<file path="config.mk">
export PLATFORM = sky130hd
export DESIGN_NAME = cache_line_ctrl
export DESIGN_NICKNAME = d
export VERILOG_FILES = /design/src/rtl/cache_line_ctrl.sv
export SDC_FILE = /design/constraint.sdc
export NUM_CORES = 1
export LEC_CHECK = 0
export BUFFER_PORTS_ARGS = -buffer_cell sky130_fd_sc_hd__buf_4
export CAP_MARGIN = 0
export CORE_MARGIN = 1.5
export CORE_UTILIZATION = 49
export CTS_BUF_LIST = sky130_fd_sc_hd__clkbuf_4 sky130_fd_sc_hd__clkbuf_8
export DETAILED_ROUTE_END_ITERATION = 10
export GPL_ROUTABILITY_DRIVEN = 0
export PLACE_DENSITY = 0.88
export SYNTH_ARGS = -nofsm -noshare
export SYNTH_HDL_FRONTEND = slang
export SYNTH_SLANG_ARGS = --single-unit
</file>
<file path="constraint.sdc">
create_clock -name clk -period 2.47 [get_ports clk]
set_input_delay 0 -clock clk [delete_from_list [all_inputs] [get_ports clk]]
set_output_delay 0 -clock clk [all_outputs]
set_load 0.005 [all_outputs]
</file>
<file path="src/rtl/cache_line_ctrl.sv">
`default_nettype none
// ============================================================================
// Module   : cache_line_ctrl
// Purpose  : Round-robin memory-port arbiter and victim re-target sequencer
//            for an array of cache lines.
// Revision : 1.0 - initial release
// ============================================================================
module cache_line_ctrl #(
    parameter int NUMLINES    = 4,
    parameter int ADDRBITS    = 32,
    parameter int MAXMISSBITS = 8,
    parameter int LSBBITS     = 7
) (
    input  logic                            clk,
    input  logic                            reset_n,
    input  logic                            req_valid,
    input  logic [ADDRBITS-1:0]             req_addr,
    input  logic [NUMLINES-1:0]             line_miss,
    input  logic [NUMLINES-1:0]             line_dirty,
    input  logic [NUMLINES-1:0]             line_ready,
    input  logic [NUMLINES*MAXMISSBITS-1:0] line_misscnt,
    input  logic [NUMLINES-1:0]             line_memreq,
    output logic [NUMLINES-1:0]             line_flush,
    output logic [NUMLINES-1:0]             line_fill,
    output logic [NUMLINES-1:0]             line_pause,
    output logic [NUMLINES-1:0]             mem_grant,
    output logic [ADDRBITS-1:0]             new_region,
    output logic                            ctrl_busy
);

    localparam int IDXW = (NUMLINES > 1) ? $clog2(NUMLINES) : 1;
    localparam logic [ADDRBITS-1:0] C_REGION_MASK =
        {{(ADDRBITS-LSBBITS-2){1'b1}}, {(LSBBITS+2){1'b0}}};

    typedef enum logic [2:0] {
        ST_IDLE   = 3'd0,
        ST_SELECT = 3'd1,
        ST_REFILL = 3'd2,
        ST_ACK    = 3'd3,
        ST_WAIT   = 3'd4
    } state_t;

    state_t                 r_state;
    logic [IDXW-1:0]        r_rr;
    logic [IDXW-1:0]        r_victim;
    logic [NUMLINES-1:0]    w_next_grant;
    logic [IDXW-1:0]        w_next_rr;
    logic [IDXW-1:0]        w_max_idx;
    logic [MAXMISSBITS-1:0] w_max_cnt;
    logic                   w_found;
    int                     w_idx;

    // Owner keeps the port while requesting; otherwise search from rr+1 upward.
    always_comb begin
        w_next_grant = '0;
        w_next_rr    = r_rr;
        w_found      = 1'b0;
        w_idx        = 0;
        if ((mem_grant & line_memreq) != '0) begin
            w_next_grant = mem_grant;
        end else begin
            for (int k = 1; k <= NUMLINES; k++) begin
                w_idx = int'(r_rr) + k;
                if (w_idx >= NUMLINES) w_idx = w_idx - NUMLINES;
                if (!w_found && line_memreq[w_idx]) begin
                    w_found             = 1'b1;
                    w_next_grant[w_idx] = 1'b1;
                    w_next_rr           = w_idx[IDXW-1:0];
                end
            end
        end
    end

    // Strict compare keeps the lowest index on ties.
    always_comb begin
        w_max_idx = '0;
        w_max_cnt = line_misscnt[0 +: MAXMISSBITS];
        for (int i = 1; i < NUMLINES; i++) begin
            if (line_misscnt[i*MAXMISSBITS +: MAXMISSBITS] > w_max_cnt) begin
                w_max_cnt = line_misscnt[i*MAXMISSBITS +: MAXMISSBITS];
                w_max_idx = i[IDXW-1:0];
            end
        end
    end

    always_ff @(posedge clk or negedge reset_n) begin
        if (!reset_n) begin
            mem_grant  <= '0;
            line_pause <= '0;
            r_rr       <= '0;
        end else begin
            mem_grant  <= w_next_grant;
            line_pause <= line_memreq & ~w_next_grant;
            r_rr       <= w_next_rr;
        end
    end

    always_ff @(posedge clk or negedge reset_n) begin
        if (!reset_n) begin
            r_state    <= ST_IDLE;
            r_victim   <= '0;
            new_region <= '0;
            line_flush <= '0;
            line_fill  <= '0;
            ctrl_busy  <= 1'b0;
        end else begin
            line_flush <= '0;
            line_fill  <= '0;
            case (r_state)
                ST_IDLE: begin
                    if (req_valid && (&line_miss)) begin
                        r_state   <= ST_SELECT;
                        ctrl_busy <= 1'b1;
                    end
                end
                ST_SELECT: begin
                    r_victim   <= w_max_idx;
                    new_region <= req_addr & C_REGION_MASK;
                    r_state    <= ST_REFILL;
                end
                ST_REFILL: begin
                    line_fill[r_victim]  <= 1'b1;
                    line_flush[r_victim] <= line_dirty[r_victim];
                    r_state              <= ST_ACK;
                end
                ST_ACK: begin
                    if (!line_ready[r_victim]) r_state <= ST_WAIT;
                end
                ST_WAIT: begin
                    if (line_ready[r_victim]) begin
                        r_state   <= ST_IDLE;
                        ctrl_busy <= 1'b0;
                    end
                end
                default: begin
                    r_state   <= ST_IDLE;
                    ctrl_busy <= 1'b0;
                end
            endcase
        end
    end

endmodule
`default_nettype wire

</file>
=== Word level (Yosys, flattened, before mapping) ===
Cells that the tools add are included.

* Bits in latches: 0
* Input bits: 83
* Bits in read-only memories: 0
* Output and inout port bits: 49
* Flip-flop bits (word level): 47
* Bits in writable memories: 0
* Word-level logic and storage cells: 136
* Memories: 0

* Bitwise operators: 9
* Muxes and demuxes: 66
* Equality and inequality tests: 7
* Div/mod/pow operators: 0
* Multiply operators: 0
* Reduce and logical (&&, ||, !) cells: 20
* $add $sub $neg: 8
* Magnitude comparators: 17
* Shift operators: 0

{| class="wikitable"
|+ Operators with widths
! kind !! number
|-
| 2-to-1 mux 32 bit || 8
|-
| >= comparator 32 x 1 -> 1 bit (second input constant) || 4
|-
| < comparator 32 x 4 -> 1 bit (second input constant) || 4
|-
| 2-to-1 mux 4 bit || 10
|-
| > comparator 8 bit || 3
|-
| 2-to-1 mux 1 bit || 24
|-
| 2-to-1 mux 8 bit || 2
|-
| case mux 3 bit (5 select lines) || 1
|-
| AND 4 bit || 3
|-
| binary-select mux 1 bit (select 2 bit) || 6
|-
| 2-to-1 mux 2 bit || 6
|-
| bitwise OR 4 bit || 3
|-
| subtractor 3 x 3 -> 4 bit (second input constant) || 3
|-
| demux 1 bit (select 2 bit) || 5
|-
| >= comparator 3 bit (second input constant) || 3
|-
| logical AND 1 bit || 9
|-
| 2-to-1 mux 3 bit || 3
|-
| nonzero test 4 bit || 2
|-
| adder 2 x 2 -> 3 bit (second input constant) || 2
|-
| equality test 3 x 2 -> 1 bit (second input constant) || 2
|-
| inequality test 2 bit (second input constant) || 3
|-
| AND reduction 3 bit || 2
|-
| subtractor 4 x 3 -> 5 bit (second input constant) || 1
|-
| adder 2 x 3 -> 4 bit (second input constant) || 1
|-
| other kinds (14) || 17
|}

=== Logic depth before layout (Yosys ltp) ===
* Word-level depth: 23
* Depth in mapped cells: 21

=== Least setup slack after synthesis ===
No wires, ideal clock.

* Path kind: input to register
* Start point: in line_misscnt[1]
* End point: reg r_victim[1]
* Arrival time: 3.524 ns
* Data required time: 2.342 ns
* Setup slack: -1.182 ns
* Library setup time: 0.128 ns
* Cell stages on the path: 21
* Cell sequence: inv_1 > ha_1 > nor2b_1 > o211ai_1 > a21oi_1 > o22ai_1 > buf_2 > mux2_2 > ha_1 > nor2b_1 > o21a_1 > o21ai_0 > a21oi_2 > mux2_2 > ha_1 > a21oi_1 > o22ai_1 > o21ai_0 > o211ai_1 > a21oi_1 > a21oi_1

* Word-level cells in the longest chain between the ends: 6
* Elaborated cells on any way between the ends: 7
* Classes of those cells: 3 x order compare; 4 x mux

{| class="wikitable"
|+ RTL lines
! what !! line !! RTL
|-
| from (decl) || 21 || <nowiki>input logic [NUMLINES*MAXMISSBITS-1:0] line_misscnt,</nowiki>
|-
| > comparator 8 bit || 79 || <nowiki>if (line_misscnt[i*MAXMISSBITS +: MAXMISSBITS] > w_max_cnt) begin</nowiki>
|-
| 2-to-1 mux 8 bit * || 79 ||
|-
| > comparator 8 bit || 79 ||
|-
| 2-to-1 mux 8 bit || 79 ||
|-
| > comparator 8 bit || 79 ||
|-
| 2-to-1 mux 2 bit * || 79 ||
|-
| to (signal assigned) || 117 || <nowiki>r_victim <= w_max_idx;</nowiki>
|-
| to (decl) || 45 || <nowiki>logic [IDXW-1:0] r_victim;</nowiki>
|}

Mark *: on every way between the ends. The rest lies on a longest branch, timed or not.
A chain may end at the register's enable or synchronous reset.

=== Worst setup path in the final report ===
Ends and elaborated chain as after synthesis.

==> metrics.md <==
| Metric | Value |
|---|---|
| Outcome | `finished, violations left` |
| Failing checks | `negative setup slack` |
| Clk buf depth | `2` |
| Initial DRC count | `220` |
| Largest family of logic cells by synthesized area | `multiplexers` |
| Setup Crit Path Kind | `in2reg` |
| Critical Path Max Stage Delay | `0.31 ns` |
| Post-synthesis adder-cell area fraction | `0.133` |
| Via count | `2875` |
| CP Max Fanout | `8` |
| Warnings, synthesis | `0` |
| Tot GR Track Use | `0.277` |
| Cell breakdown of the critical path | `buf_8 -> inv_6 -> ha_4 -> nor2b_1 -> o211ai_1 -> a21oi_1 -> o22ai_1 -> buf_6 -> buf_6 -> mux2_4 -> ha_4 -> nand4_1 -> mux2i_2 -> a21oi_4 -> buf_12 -> mux2_4 -> ha_4 -> nand3_2 -> nor3_1 -> nand2_1 -> a21oi_1 -> a21oi_1` |
| Layout cell share with drive strength beyond 1 | `0.490` |
| Diodes inserted | `0` |
| Final instance area | `4830 µm²` |
| Synthesized area per cell | `10.6 µm²` |
| Power per cell area | `914 nW/µm²` |
| Area Growth Syn to Fin | `60.7%` |
| Cell variety after synth | `37` |
| Largest net degree at the start of global routing | `48` |
| Initial core utilization | `0.508` |
| First-pass GRT wire length | `13800 µm` |
| DRC errors left | `0` |
| Sequential share of the synthesized area | `0.391` |
| Arrival time at the worst endpoint | `3.78 ns` |
| Initial antenna violation count | `0` |
| Die height | `81.3 µm` |
| Die width | `81.3 µm` |
| Synth Area in XOR/XNOR | `0.00291` |
| PortBufs | `113` |
| Initial DRT Pass Iterations | `4` |
| I/O pin cnt | `132` |
| Die Area | `6610 µm²` |
| RSZ-0062 raised after global routing | `yes` |
| H-Tree Depth | `2` |
| Detailed placer's ending HPWL | `6090 µm` |
| Later-pin clock latency in the skew report | `0.29 ns` |
| Routed WL | `9350 µm` |
| Type of the worst min-delay path | `in2reg` |
| Yosys top cell area share | `0.391` |
| Total global routing overflow | `0` |
| Fin crit share | `1.46` |
| Synthesized area | `3010 µm²` |
| CP required | `2.65 ns` |
| Final Total Pwr | `4.41 mW` |
| DR vias/cell | `5.40` |
| Area leader, netlist | `dfrtp_1` |
| Max-cap violation count | `0` |
| # setup viols final | `2` |
| Synth Area in Compound Gates | `0.0920` |
| Clock Sinks | `47` |
| CP Capture Type | `flip-flop` |
| CP bufs+invs | `5` |
| Total core area | `5920 µm²` |
| Cell Rows | `28` |
| Synth top area cells | `dfrtp_1, ha_1, mux2_2` |
| FF-to-FF setup slack | `0.20 ns` |
| CTS Buf Count | `5` |
| Slew Viols, Final | `0` |
| Crit path max-delay cell type | `mux2_4` |
| Ys flop type | `dfrtp_1` |
| Clock-pin slew on the worst setup and hold paths | `0.09 ns` |
| Flops & latches, synth | `47` |
| WL per Instance | `17.6 µm` |
| F_max | `278 MHz` |
| Slew headroom | `0.618` |
| Setup WS post-layout | `-1.13 ns` |
| Hold Fails Final Rpt | `0` |
| CTS tree | `built` |
| Critical Path Source Type | `input port` |
| Vias in the first global route | `2968` |
| FFs w/ async S/R, synth | `1.00` |
| CTS root buffer | `clkbuf_8` |
| Most numerous cell in the Yosys netlist | `dfrtp_1` |
| Cells after Synth | `283` |
| DRT antenna net count | `0` |
| Crit path max-delay family | `multiplexers` |
| Post-synth EDFFs | `0` |
| Worst-Margin Slew | `0.573 ns` |
| Simple-gate share of the synthesized area | `0.113` |
| Post-synthesis mux area share | `0.204` |
| Synth top cells by count | `dfrtp_1, mux2_2, ha_1, inv_1, nand2_1` |
| Peak supply drop | `542 µV` |
| Area after DPL | `4140 µm²` |
| Leak pwr | `2.33 nW` |
| Final setup skew | `0.00914 ns` |
| Fin nets | `571` |
| Min Tclk post-route | `3.60 ns` |
==> registers in the layout, indices dropped and copies added, names as in the netlist <==
register,cells
line_pause,4
r_victim,2
r_state,3
ctrl_busy,1
r_rr,2
new_region,23
mem_grant,4
line_fill,4
line_flush,4
==> placed cells by master (no fill, tap or decap), types with 11 or more instances in the layout <==
cell type,Yosys,layout
dfrtp_1,47,47
dlygate4sd3_1,0,31
mux2_2,33,29
ha_4,0,11
ha_1,32,21
nor2_1,18,17
buf_4,9,136
nand2_1,22,20
a21oi_1,17,11
inv_1,22,21
==> routing by layer <==
metal	share of wire	vias to the layer above	global-route usage
li1	-	1332	-
met1	0.37	1358	0.294
met2	0.52	153	0.507
met3	0.072	32	0.0573
met4	0.041	0	0.145
met5	0	-	0
==> report_power, final <==
group / total [mW] / switching [mW] / leakage, nW / internal (mW)
clock: 0.493 / 0.264 / 0.0474 / 0.229
combinational: 2.54 / 1.12 / 1.71 / 1.41
sequential: 1.38 / 0.265 / 0.576 / 1.12
total: 4.41 / 1.65 / 2.33 / 2.76
==> kinds of logic after synthesis <==
group	count (synthesis)
simple gates	68
fa+ha+maj	32
other cells	1
xor+xnor	1
flops	47
mux	50
compound gates	46
buf+inv	38
==> repair_timing <==
action                     CTS  global route
hold endpoints to repair    77             0
setup buffers                8             0
setup endpoints to repair    2             2
pin swaps                   19             3
resized for setup           18            20
hold buffers                31             0
==> path summary, 6_finish.rpt <==
check,from,endpoint,depth (start not counted)
min in group asynchronous,reset_n,line_flush[3],2
max reg2reg,r_rr[0],line_pause[1],8
min reg2reg,mem_grant[3],line_pause[3],1
max in group asynchronous,reset_n,r_victim[1],2
min,line_memreq[1],line_pause[1],2
max,line_misscnt[1],r_victim[1],22
==> stage by stage <==
stage / worst slack, ns / std cells / TNS (ns) / hold WS, ns / util
after floorplan: -0.854 / 291 / -1.68 / -0.296 / -
after global placement: -1.18 / 486 / -2.34 / 0.0291 / 0.699
after detailed placement: -1.32 / 486 / -2.63 / 0.0331 / 0.699
after CTS: -0.842 / 532 / -1.66 / 0.00591 / 0.794
after global routing: -1.29 / 532 / -2.58 / 0.000943 / 0.816
final: -1.13 / 532 / -2.26 / 0.0157 / 0.816
==> area by class of cell <==
| type | count | area [µm²] |
|---|---|---|
| clock buffers | 6 | 82.6 |
| flip-flops and latches | 47 | 1180 |
| multi-input cells | 206 | 1950 |
| well taps | 75 | 93.8 |
| repair buffers | 174 | 1420 |
| fillers | 293 | 1090 |
| clock inverters | 2 | 16.3 |
| inverters | 22 | 87.6 |
Power figures use the tool's default switching activity.
